==> config.mk <==
export PLATFORM = sky130hd
export DESIGN_NAME = mem_port_arbiter
export DESIGN_NICKNAME = d
export VERILOG_FILES = /design/src/rtl/mem_port_arbiter.sv
export SDC_FILE = /design/constraint.sdc
export NUM_CORES = 1
export LEC_CHECK = 0
export ABC_AREA = 1
export CAP_MARGIN = 15
export CORE_AREA = 2 2 241 243
export DETAILED_ROUTE_END_ITERATION = 6
export DIE_AREA = 0 0 243 245
export SYNTH_ARGS = -nofsm -noshare
export SYNTH_HDL_FRONTEND = slang
export SYNTH_SLANG_ARGS = --single-unit
==> constraint.sdc <==
create_clock -name clk -period 11.8 [get_ports clk]
set_clock_uncertainty 0.1 [all_clocks]
set_input_delay 3.54 -clock clk [delete_from_list [all_inputs] [get_ports clk]]
set_output_delay 3.54 -clock clk [all_outputs]
set_load 0.005 [all_outputs]
==> src/rtl/mem_port_arbiter.sv <==
// Single-port memory bus arbiter for PTW, DMEM and IF masters; one transaction in flight.
// Optional build macro ARB_ROUND_ROBIN_EN swaps fixed priority + IF starvation guard for rotating priority.

package mem_port_arbiter_pkg;
    localparam logic [1:0] MSIZE8 = 2'd3;

    typedef struct packed {
        logic        valid;
        logic [31:0] addr;
        logic [1:0]  size;
        logic [7:0]  strobe;
        logic [63:0] data;
    } dbus_req_t;

    typedef struct packed {
        logic        addr_ok;
        logic        data_ok;
        logic [63:0] data;
    } dbus_resp_t;

    typedef struct packed {
        logic        valid;
        logic [31:0] addr;
    } ibus_req_t;

    typedef struct packed {
        logic        addr_ok;
        logic        data_ok;
        logic [63:0] data;
    } ibus_resp_t;
endpackage

module mem_port_arbiter
    import mem_port_arbiter_pkg::*;
#(
    parameter int STARVE_LIMIT = 8
) (
    input  logic       clk,
    input  logic       rst,
    input  dbus_req_t  ptw_req,
    input  dbus_req_t  dm_req,
    input  ibus_req_t  if_req,
    output dbus_resp_t ptw_resp,
    output dbus_resp_t dm_resp,
    output ibus_resp_t if_resp,
    output dbus_req_t  mreq,
    input  dbus_resp_t mresp,
    output logic       busy
);

    typedef enum logic [1:0] {
        IDLE  = 2'd0,
        GRANT = 2'd1,
        WAIT  = 2'd2
    } state_t;

    localparam logic [1:0] OWN_PTW = 2'd0;
    localparam logic [1:0] OWN_DM  = 2'd1;
    localparam logic [1:0] OWN_IF  = 2'd2;

    state_t     state, state_nx;
    logic [1:0] owner;
    logic [1:0] winner;
    logic       arb_go;
    dbus_req_t  if_conv;
    dbus_req_t  win_req;
    dbus_req_t  lat_req;
    dbus_resp_t fwd;

    always_comb begin
        if_conv       = '0;
        if_conv.valid = if_req.valid;
        if_conv.addr  = if_req.addr;
        if_conv.size  = MSIZE8;
    end

    // Arbitration only happens from IDLE, so a held valid is never granted twice mid-flight.
    assign arb_go = (state == IDLE) && (ptw_req.valid || dm_req.valid || if_req.valid);

`ifdef ARB_ROUND_ROBIN_EN
    logic [1:0] last_grant;

    always_comb begin
        winner = OWN_PTW;
        case (last_grant)
            OWN_PTW: begin
                if (dm_req.valid)       winner = OWN_DM;
                else if (if_req.valid)  winner = OWN_IF;
                else                    winner = OWN_PTW;
            end
            OWN_DM: begin
                if (if_req.valid)       winner = OWN_IF;
                else if (ptw_req.valid) winner = OWN_PTW;
                else                    winner = OWN_DM;
            end
            default: begin
                if (ptw_req.valid)      winner = OWN_PTW;
                else if (dm_req.valid)  winner = OWN_DM;
                else                    winner = OWN_IF;
            end
        endcase
    end

    always_ff @(posedge clk) begin
        if (rst)         last_grant <= OWN_IF;
        else if (arb_go) last_grant <= winner;
    end
`else
    localparam logic [3:0] LIMIT = 4'(STARVE_LIMIT);
    logic [3:0] starve_cnt;

    always_comb begin
        winner = OWN_IF;
        if (if_req.valid && (starve_cnt == LIMIT)) winner = OWN_IF;
        else if (ptw_req.valid)                   winner = OWN_PTW;
        else if (dm_req.valid)                    winner = OWN_DM;
    end

    // Counts grants IF lost while waiting; saturates so the override stays armed.
    always_ff @(posedge clk) begin
        if (rst || !if_req.valid) begin
            starve_cnt <= '0;
        end else if (arb_go) begin
            if (winner == OWN_IF)        starve_cnt <= '0;
            else if (starve_cnt < LIMIT) starve_cnt <= starve_cnt + 4'd1;
        end
    end
`endif

    always_comb begin
        case (winner)
            OWN_PTW: win_req = ptw_req;
            OWN_DM:  win_req = dm_req;
            default: win_req = if_conv;
        endcase
    end

    always_comb begin
        state_nx = state;
        case (state)
            IDLE:    if (arb_go) state_nx = GRANT;
            GRANT:   if (mresp.addr_ok) state_nx = mresp.data_ok ? IDLE : WAIT;
            WAIT:    if (mresp.data_ok) state_nx = IDLE;
            default: state_nx = IDLE;
        endcase
    end

    always_ff @(posedge clk) begin
        if (rst) begin
            state <= IDLE;
            owner <= OWN_PTW;
        end else begin
            state <= state_nx;
            if (arb_go) owner <= winner;
        end
    end

    // Request payload is frozen at grant time; it is only visible on mreq during GRANT.
    always_ff @(posedge clk) begin
        if (arb_go) lat_req <= win_req;
    end

    always_comb begin
        mreq = '0;
        if (state == GRANT) begin
            mreq       = lat_req;
            mreq.valid = 1'b1;
        end
    end

    always_comb begin
        fwd      = '0;
        ptw_resp = '0;
        dm_resp  = '0;
        if_resp  = '0;
        if (state != IDLE) begin
            fwd.addr_ok = mresp.addr_ok && (state == GRANT);
            fwd.data_ok = mresp.data_ok;
            fwd.data    = mresp.data;
        end
        case (owner)
            OWN_PTW: ptw_resp = fwd;
            OWN_DM:  dm_resp  = fwd;
            OWN_IF: begin
                if_resp.addr_ok = fwd.addr_ok;
                if_resp.data_ok = fwd.data_ok;
                if_resp.data    = fwd.data;
            end
            default: ;
        endcase
    end

    assign busy = (state != IDLE);

endmodule

# == After elaboration in Yosys (flattened, before gate mapping) ==
# Index checks and enable logic that the tools add are counted.
# totals
out_inout_bits,306
word_cells,49
ff_bits,114
input_bits,315
# classes
add_sub_neg,1
magnitude_cmp,1
muxes,16
n_reduce_logical,14
eq_ne,10
# op_table
cell,count
$mux W66,4
$pmux W106 S2,1
$mux W107,1
$mux W2,7
$mux W4,2
$eq A2 B1 Y1 const B,3
$eq A2 B2 Y1 const B,3
$logic_not A2 Y1,3
$ne A2 B2 Y1 const B,3
$pmux W2 S3,1
$add A4 B1 Y4 const B,1
$eq A4 B4 Y1 const B,1
$lt A4 B4 Y1 const B,1
$reduce_bool A2 Y1,2
$logic_and A1 B1 Y1,3
$logic_or A1 B1 Y1,3
$reduce_and A3 Y1,1
$reduce_and A2 Y1,1
$logic_not A1 Y1,1

# == Longest topological paths before layout ==
# logic_depth
word_depth,6
ltp_mapped,11
ltp_nobuf,9

# == Worst setup path before layout ==
# No wires, ideal clock.
# synth_path
path_type,input-to-output
startpoint,in mresp[65] (netlist bit)
endpoint,out dm_resp[65] (netlist bit)
t_required_ns,8.160
t_arrival_ns,3.826
n_path_buf,0
cell_stages,4
slack_ns,4.334
path_cell_list,inv_1 nor2_1 inv_1 nor2_1
# synth_rtl
item,line_no,source
"start, declared",47,"input dbus_resp_t mresp,"
"end, declared",44,"output dbus_resp_t dm_resp,"

==> metrics.md <==
| Metric | Value |
|---|---|
| Highest metal used | met5 |
| FILL cells | 6,328 |
| Util after Layout | 0.259 |
| Port bufs | 620 |
| MaxCap Viol Count | 0 |
| Final period utilization | 0.758 |
| Power, Total | 1480 uW |
| Commonest non-fill, non-tap cells in the layout | clkdlybuf4s50_1, nor2_1, nand2_1 |
| Pwr dens | 101 mW/mm^2 |
| CTS buffer count | 17 |
| Post-synthesis cell area | slightly above 0.007 mm^2 |
| Setup_tns | 0 ns |
| Hold-fix buffer count after cts | 0 |
| Non-Filler Instances | 2,429 |
| First-pass DRT Iterations | 7 |
| Die width | 243 um |
| Sequential share of the synthesized area | 0.461 |
| Initial Util | 0.127 |
| Post-Syn Nets | 1,395 |
| Vias in the first global route | 8,937 |
| Final WS setup | 2.86 ns |
| Critical path arrival | roughly 5.3 ns |
| Post-Synth XOR/XNOR Area | 0 |
| Final wirelength | 40,500 um |
| Lkg Pwr | 0.00596 uW |
| Compound-Gate Fraction of Synth Area | 0.00759 |
| Worst ir drop on vdd | 0.0947 mV |
| Vias | 9,351 |
| Die Area | 0.0595 mm^2 |
| Area Growth Syn to Fin | 104% |
| Hold Path Depth | 2 |
| Die Y | 245 um |
| Final min period | just under 9 ns |
| Fraction of layout cells with a size suffix above 1 | 0.0295 |
| Worst r2r src | starve_cnt[0] |
| Synthesized netlist cell count | approximately 1,100 |
| Worst r2r path cells | 9 |
| Crit Path Category | in2out |
| DRC | 0 |
| CTS Root Cell | clkbuf_16 |
| Gpl congestion | 0.886 |
| Top cells by area, synth | edfxtp_1, nor2_1, nand2_1, nand3_1, inv_1 |
| Commonest non-fill, non-tap cell in the layout | clkdlybuf4s50_1 |
| Skew-Pair Late Insertion Delay | 0.44 ns |
| Yosys reg bits | 114 |
| Slew @ Worst Pin | 0.938 ns |
| Postcts setup bufs | 0 |
| Cell taking the most area after synthesis | edfxtp_1 |
| Standard-cell row count | 88 |
| Maximum clock frequency | 112 MHz |
| GRT Residual Overflow | 0 |
| Met3 wire len | 3870 um |
| Post-synthesis mux area share | 0 |
| Drt via density | 3.85 |
| Post-Place Setup Slack | 3.05 ns |
| Crit-path cells | clkdlybuf4s50_1 -> nand2_1 -> nor2_1 -> clkdlybuf4s50_1 |
| Clock slew at reported path FFs | 0.06 ns |
| Unique masters post-synth | 19 |
| First-pass GRT wire length | around 57,000 um |
| CTS tree | built |
| Ys async rst share | 0 |
| Setup crit end kind | primary output |
| Slew HR | 0.375 |
| # placed instances | 2,396 |
| Final Max Tran Viols | 0 |
| WL met1 | 16,800 um |
| DR WL met2 | between 15,000 and 20,000 um |
| Clock Sink Count | between 100 and 150 |
| Resized Gates After CTS | 0 |
| Post-DP HPWL | 32,400 um |
| Final net count | 1,967 |
| CP Data Required Time | ~8.2 ns |
| Hold Vio Cnt, Final | 0 |
| Iteration-0 DRC Markers | 653 |
| Largest net degree at the start of global routing | 83 |
| Sink of the worst hold path | state[1] |
| Initial antenna violation count | 1 |
| Run status | finished clean |
| Worst flop-to-flop path endpoint | lat_req[105] |
| Hold path start | state[1] |
| Core Footprint | 0.0570 mm^2 |
| H-tree depth | 4 |
| Simple-gate share of the synthesized area | 0.416 |
| Worst setup SP type | input port |
| Hold Crit Class | reg2reg |
| WL/cell | about 17 um |
| RSZ-0062 raised after global routing | false |
| Synthesized-area fraction occupied by adder cells | 0.00345 |
| Dominant synthesized flop cell | edfxtp_1 |
| Crit-path max cell delay | 0.63 ns |
| DRT antenna net count | 0 |
| Largest family of logic cells by synthesized area | simple AND/OR/NAND/NOR gates |
| Yosys top cell area share | 0.439 |
| Max Buffers Root-to-Sink | 2 |
| Final setup viols | 0 |
| IO Pins | roughly 620 |
| Syn Area/Cell | approximately 6.7 um^2 |
| Crit path max fanout | 3 |
| GRT Overall Usage | 0.129 |
| Cell repeated most along the worst path | clkdlybuf4s50_1 |
| Reg-to-reg setup timing slack | 8.76 ns |
| Synth warn | 0 |
| Post-synth EDFFs | 106 |
| CP max stage cell | clkdlybuf4s50_1 |
worst max-delay path: cells and delay by family:
family	cells	cell delay (ns)
buf+inv	2	1.09
simple gates	2	0.67
cell usage after synthesis (2+ instances only):
cell / number
a21oi_1: 8
buf_1: 6
buf_2: 16
buf_6: 5
clkbuf_1: 50
dfxtp_1: 8
edfxtp_1: 106
ha_1: 2
inv_1: 121
inv_2: 2
nand2_1: 291
nand3_1: 145
nand4_1: 2
nor2_1: 311
metrics by stage:
step | instance area (um^2) | hold slack [ns]
after global routing | 14800 | 0.409
final | 14800 | 0.393
after CTS | 14800 | 0.396
after floorplan | 7250 | 0.352
after detailed placement | 14200 | 0.387
after global placement | 14200 | 0.378
worst max-delay path by stage:
| stage | from | to | slack [ns] | cells after the start |
|---|---|---|---|---|
| 5_1_grt | mresp[30] | ptw_resp[30] | 2.88 | 4 |
| 3_3_place_gp | mresp[30] | ptw_resp[30] | 3.04 | 4 |
| 4_1_cts | mresp[62] | ptw_resp[62] | 3.03 | 4 |
| 2_1_floorplan | mresp[65] | dm_resp[65] | 4.33 | 4 |
| 3_5_place_dp | mresp[62] | ptw_resp[62] | 3.05 | 4 |
| 6_report | mresp[30] | ptw_resp[30] | 2.86 | 4 |
registers in the layout, indices dropped and copies added (netlist names):
name        flops
lat_req       106
owner           2
starve_cnt      4
state           2
report_power, final:
part	switching [uW]	internal (uW)
combinational	220	230
sequential	11.7	503
clock	187	332
layer usage:
layer	global-route usage	up-vias
met5	0	-
met4	0.0428	2
met3	0.0480	41
met2	0.208	443
met1	0.159	4380
li1	-	4485
cell type report:
type | instances | area [um^2] | share of cell area
antenna | 1 | 2.50 | 0.000170
sequential | 114 | 3340 | 0.226
inverter | 123 | 467 | 0.0316
clock inverter | 2 | 10.0 | 0.000678
clock buffer | 30 | 587 | 0.0398
timing repair buffer | 630 | 6280 | 0.425
multi-input combinational | 764 | 3120 | 0.211
tap | 765 | 957 | 0.0648
kinds of logic after synthesis:
logic type	after synthesis
compound gates	10
fa+ha+maj	2
buf+inv	200
flops	114
simple gates	752
Power figures use the tool's default switching activity.
